**config.mk**
```make
export PLATFORM = sky130hd
export DESIGN_NAME = dram_req_arbiter
export DESIGN_NICKNAME = d
export VERILOG_FILES = /design/src/rtl/dram_req_arbiter.sv
export SDC_FILE = /design/constraint.sdc
export NUM_CORES = 1
export LEC_CHECK = 0
export CORE_AREA = 10 10 151 153
export CTS_CLUSTER_DIAMETER = 120
export DETAILED_ROUTE_END_ITERATION = 8
export DIE_AREA = 0 0 161 163
export DONT_BUFFER_PORTS = 1
export PLACE_DENSITY = 0.46
export SETUP_SLACK_MARGIN = 0.5
export SLEW_MARGIN = 20
export SYNTH_ARGS = -nofsm -noshare
export SYNTH_HDL_FRONTEND = slang
export SYNTH_SLANG_ARGS = --single-unit
```
**constraint.sdc**
```tcl
create_clock -name CLK -period 2.5 [get_ports CLK]
set_clock_uncertainty 0.2 [all_clocks]
set_input_delay 0.25 -clock CLK [delete_from_list [all_inputs] [get_ports CLK]]
set_output_delay 0.25 -clock CLK [all_outputs]
set_load 0.1 [all_outputs]
```
**src/rtl/dram_req_arbiter.sv**
```systemverilog
// Round-robin arbiter that grants one requester port at a time to the DRAM
// command FSM. The request is latched at grant time and held until the access completes.
module dram_req_arbiter #(
    parameter int NREQ   = 4,
    parameter int ADDR_W = 32,
    parameter int DATA_W = 32
) (
    input  logic                     CLK,
    input  logic                     nRST,
    input  logic [NREQ-1:0]          req_ren,
    input  logic [NREQ-1:0]          req_wen,
    input  logic [NREQ*ADDR_W-1:0]   req_addr,
    input  logic [NREQ*DATA_W-1:0]   req_wdata,
    output logic [NREQ-1:0]          req_gnt,
    output logic [NREQ-1:0]          req_done,
    output logic [DATA_W-1:0]        req_rdata,
    output logic                     dREN,
    output logic                     dWEN,
    output logic [ADDR_W-1:0]        dAddr,
    output logic [DATA_W-1:0]        dWdata,
    input  logic                     ram_wait,
    input  logic [DATA_W-1:0]        ram_rdata,
    output logic                     arb_busy
);

    localparam int IDX_W = (NREQ > 1) ? $clog2(NREQ) : 1;

    typedef enum logic [1:0] {
        S_IDLE  = 2'd0,
        S_GRANT = 2'd1,
        S_DONE  = 2'd2
    } state_t;

    state_t              state_q, state_d;
    logic [IDX_W-1:0]    rr_ptr_q, rr_ptr_d;
    logic [IDX_W-1:0]    win_q, win_d;
    logic                wr_q, wr_d;
    logic [ADDR_W-1:0]   addr_q, addr_d;
    logic [DATA_W-1:0]   wdata_q, wdata_d;
    logic [DATA_W-1:0]   rdata_q, rdata_d;

    logic [NREQ-1:0]     active_s;
    logic                found_s;
    logic [IDX_W-1:0]    pick_s;
    logic [IDX_W-1:0]    rr_next_s;
    logic [NREQ-1:0]     win_onehot_s;

    // Round-robin search: first active port at or after rr_ptr, wrapping modulo NREQ.
    always_comb begin
        logic [IDX_W:0] idx_v;
        logic [IDX_W:0] nxt_v;
        active_s  = req_ren | req_wen;
        found_s   = 1'b0;
        pick_s    = '0;
        idx_v     = '0;
        for (int k = 0; k < NREQ; k++) begin
            idx_v = {1'b0, rr_ptr_q} + (IDX_W+1)'(k);
            if (idx_v >= (IDX_W+1)'(NREQ)) begin
                idx_v = idx_v - (IDX_W+1)'(NREQ);
            end else begin
                idx_v = idx_v;
            end
            if (!found_s && active_s[idx_v[IDX_W-1:0]]) begin
                found_s = 1'b1;
                pick_s  = idx_v[IDX_W-1:0];
            end else begin
                found_s = found_s;
            end
        end
        nxt_v = {1'b0, pick_s} + {{IDX_W{1'b0}}, 1'b1};
        if (nxt_v >= (IDX_W+1)'(NREQ)) begin
            rr_next_s = '0;
        end else begin
            rr_next_s = nxt_v[IDX_W-1:0];
        end
    end

    // Next-state logic: latch the winner's op/address/data on grant, capture read data on completion.
    always_comb begin
        state_d  = state_q;
        rr_ptr_d = rr_ptr_q;
        win_d    = win_q;
        wr_d     = wr_q;
        addr_d   = addr_q;
        wdata_d  = wdata_q;
        rdata_d  = rdata_q;
        case (state_q)
            S_IDLE: begin
                if (found_s) begin
                    state_d  = S_GRANT;
                    win_d    = pick_s;
                    wr_d     = req_wen[pick_s];
                    addr_d   = req_addr[int'(pick_s)*ADDR_W +: ADDR_W];
                    wdata_d  = req_wdata[int'(pick_s)*DATA_W +: DATA_W];
                    rr_ptr_d = rr_next_s;
                end else begin
                    state_d  = S_IDLE;
                end
            end
            S_GRANT: begin
                if (!ram_wait) begin
                    state_d = S_DONE;
                    if (!wr_q) begin
                        rdata_d = ram_rdata;
                    end else begin
                        rdata_d = rdata_q;
                    end
                end else begin
                    state_d = S_GRANT;
                end
            end
            S_DONE:  state_d = S_IDLE;
            default: state_d = S_IDLE;
        endcase
    end

    // State and datapath registers with synchronous active-low reset.
    always_ff @(posedge CLK) begin
        if (!nRST) begin
            state_q  <= S_IDLE;
            rr_ptr_q <= '0;
            win_q    <= '0;
            wr_q     <= 1'b0;
            addr_q   <= '0;
            wdata_q  <= '0;
            rdata_q  <= '0;
        end else begin
            state_q  <= state_d;
            rr_ptr_q <= rr_ptr_d;
            win_q    <= win_d;
            wr_q     <= wr_d;
            addr_q   <= addr_d;
            wdata_q  <= wdata_d;
            rdata_q  <= rdata_d;
        end
    end

    // Outputs decode from registered state; strobes drop in the same cycle ram_wait falls.
    always_comb begin
        win_onehot_s = {{(NREQ-1){1'b0}}, 1'b1} << win_q;
        req_gnt      = (state_q != S_IDLE) ? win_onehot_s : '0;
        req_done     = (state_q == S_DONE) ? win_onehot_s : '0;
        dREN         = (state_q == S_GRANT) && ram_wait && !wr_q;
        dWEN         = (state_q == S_GRANT) && ram_wait && wr_q;
        arb_busy     = (state_q != S_IDLE);
        dAddr        = addr_q;
        dWdata       = wdata_q;
        req_rdata    = rdata_q;
    end

endmodule

```
==> results.ini <==
[logic_synthesis]
synth-edff-count = 0
seq_area_frac_synth_pct = 37.9
synth_flop_cell = dfxtp_1
avgSynthCellArea_um2 = 9.27
ys_async_sr_fraction_pct = 0
postSynthCellCount = 587
syn_area_um2 = 5440
synth_seq_cells = 103
synth_cell_type_count = 43
ys_warn_count = 0
syn_nets = 886

[timing]
whs_ns = -0.170
setup-tns-final_ns = 0
rsz0062_at_grt = yes
timing.final.setup_violations = 0
fmax_ghz = 0.482
setup_slack_ns = 0.424
slew_headroom_pct = 68.2
hold_violations = 102
worst_pin_slew_ns = 0.470
slew_viol_final = 0
period_needed_ns = 2.08
fin_crit_sh_pct = 83.1

[placement]
port_buffers = 0
gp_congestion = 0.822
place_worst_setup_slack_ns = 0.150
dp_cells = 918
place_hpwl_mm = 17.7

[floorplanning]
dieArea_um2 = 26200
die_h_um = 163
core-area_um2 = 19900
die_x_um = 161
start_util_pct = 27.3
ios = 406
num_rows = 52

[final_layout]
fillers = 1846
stdcell_count = 1081
final_net_count = 1105
most-common-layout-cells = 120 x buf_4, 99 x dfxtp_1, 97 x dlygate4sd3_1, 70 x nand2_1, 45 x nor2_1
drive_gt1_share_pct = 40.6
area_growth_pct = 71.3
final_common_cell = buf_4
diodes = 0

[worst_setup_path]
timing.critical_path.buf_inv = 2
path_max_fanout = 7
arrival_ns = 2.13
regToRegEndpoint = dWdata[17]
required_ns = 2.55
path_cells = buf_6 > o311a_4 > a211o_4 > buf_12 > a221oi_1 > nor2_1
crit_type = reg2reg
rrSetupSlack_ns = 0.42
ff2ff_path_depth = 6
cp-start-kind = flip-flop
r2r-start = rr_ptr_q[1]
crit_path_top_delay_cell = dfxtp_4
cp-end-kind = flip-flop
worst-path-stages = 6
slowest_delay_ns = 0.37
path_delay_family = compound AO/OA/AOI/OAI gates

[outcome]
failed_checks = hold timing
status = complete, but fails checks

[clock_network]
htree_num_levels = 3
cts_tree = built
clock-sinks = 103
insertion_delay_ns = 0.35
cts_root_buffer = clkbuf_16
cts_buffer_depth = 2
numCtsBuffers = 9
cts.clk_slew.worst_paths_ns = 0.09

[drt]
dr_total_vias = 6000
drtPass1Iterations = 5
ant_nets = 0
wl_per_cell_um = 28.2
via_per_inst = 5.55
routed_wl_mm = 30.5
post-route-drc-count = 0
initialDrtViolationCount = 367

[hold_path]
hold_start = nRST
min_to = dWdata[4]
hp-class = in2reg
hold_path_depth = 2

[global_routing]
grt_pass1_wl_mm = 38.2
globalRouteOverflowTotal = 0
antenna_found_initial = 0
first_global_vias = 6012
grt_max_degree = 106
track_usage_pct = 18.7

[power_and_ir_drop]
p_per_area_nw_per_um2 = 856
power.leakage_nw = 3.56
ir_drop_mv = 0.463
total_power_mw = 7.98

[job]
drv_cap = 0

==> report_power, final <==
| part | internal (mW) | switching, mW | leakage, nW |
|---|---|---|---|
| sequential | 1.88 | 0.105 | 0.852 |
| clock | 0.730 | 0.780 | 0.155 |
| combinational | 1.47 | 3.01 | 2.55 |
==> sequential cells by signal, indices dropped and copies added, names as in the netlist <==
name and count:
dAddr 32, state_q 2, win_q 2, dWdata 32, req_rdata 32, wr_q 1
rr_ptr_q 2
==> metrics by stage <==
step	instance area, um^2	utilization (%)
global placement	6510	32.7
finish	9320	46.8
floorplan	5460	-
CTS	8040	40.4
global route	9320	46.8
detailed placement	6510	32.7
==> timing repair <==
item | 4_1_cts | 5_1_grt
pin swaps | 3 | 28
hold buffers | 61 | 36
gates resized for setup | 49 | 91
setup buffers | 11 | 8
hold endpoints to repair | 103 | 102
gates cloned | 14 | 17
endpoints found under the setup margin | 70 | 75
==> cells by family (layout without fill, tap and decap cells) <==
group                     Yosys count  count (layout)  share of synthesized area (%)
muxes                              90              90                           17.5
xor gates and xnor gates            1               1                          0.161
and+or+nand+nor                   176             182                           14.4
DFF                               103             103                           37.9
AOI/OAI and AO/OA                 157             157                           24.9
buffers and inverters              60             278                           5.20
==> cells in the mapped netlist, types with 3 or more instances <==
| master | instances | area [um^2] |
|---|---|---|
| o21ai_0 | 6 | 30.0 |
| buf_2 | 9 | 45.0 |
| nor3_1 | 3 | 15.0 |
| nor2_1 | 54 | 203 |
| nand3_1 | 27 | 135 |
| o221ai_1 | 64 | 561 |
| a21oi_1 | 4 | 20.0 |
| clkbuf_1 | 36 | 135 |
| nand2b_1 | 3 | 18.8 |
| buf_4 | 10 | 75.1 |
| dfxtp_1 | 103 | 2060 |
| a221oi_2 | 10 | 150 |
| mux2i_1 | 50 | 500 |
| nand2_1 | 71 | 267 |
| a21boi_0 | 34 | 255 |
| a221oi_1 | 31 | 272 |
| mux2_2 | 40 | 450 |
==> layout make-up <==
cell class              count  area [um^2]  area share (%)
multi-input cells         430         3800            40.8
repair buffers            260         2780            29.8
flip-flops and latches    103         2070            22.2
well taps                 270          338            3.62
clock buffers               9          225            2.42
clock inverters             7         96.3            1.03
inverters                   2         7.51          0.0805
==> worst max path at each step <==
stage / start / to / slack [ns]
6_report: rr_ptr_q[1] / dWdata[17] / 0.42
5_1_grt: rr_ptr_q[1] / dWdata[17] / 0.35
3_3_place_gp: req_ren[2] / dWdata[24] / 0.18
2_1_floorplan: state_q[0] / req_done[1] / 0.26
3_5_place_dp: rr_ptr_q[1] / dAddr[0] / 0.15
4_1_cts: rr_ptr_q[1] / dAddr[5] / 0.43
==> layer usage <==
layer  global-route usage (%)  wire, um  vias up
met4                     6.37       664        0
met3                     7.63      2780       47
met5                        0         0        -
met2                     34.3     16000      375
met1                     18.9     11000     2883
li1                         -         -     2695
Note: power is estimated with default switching activity, not from simulation.
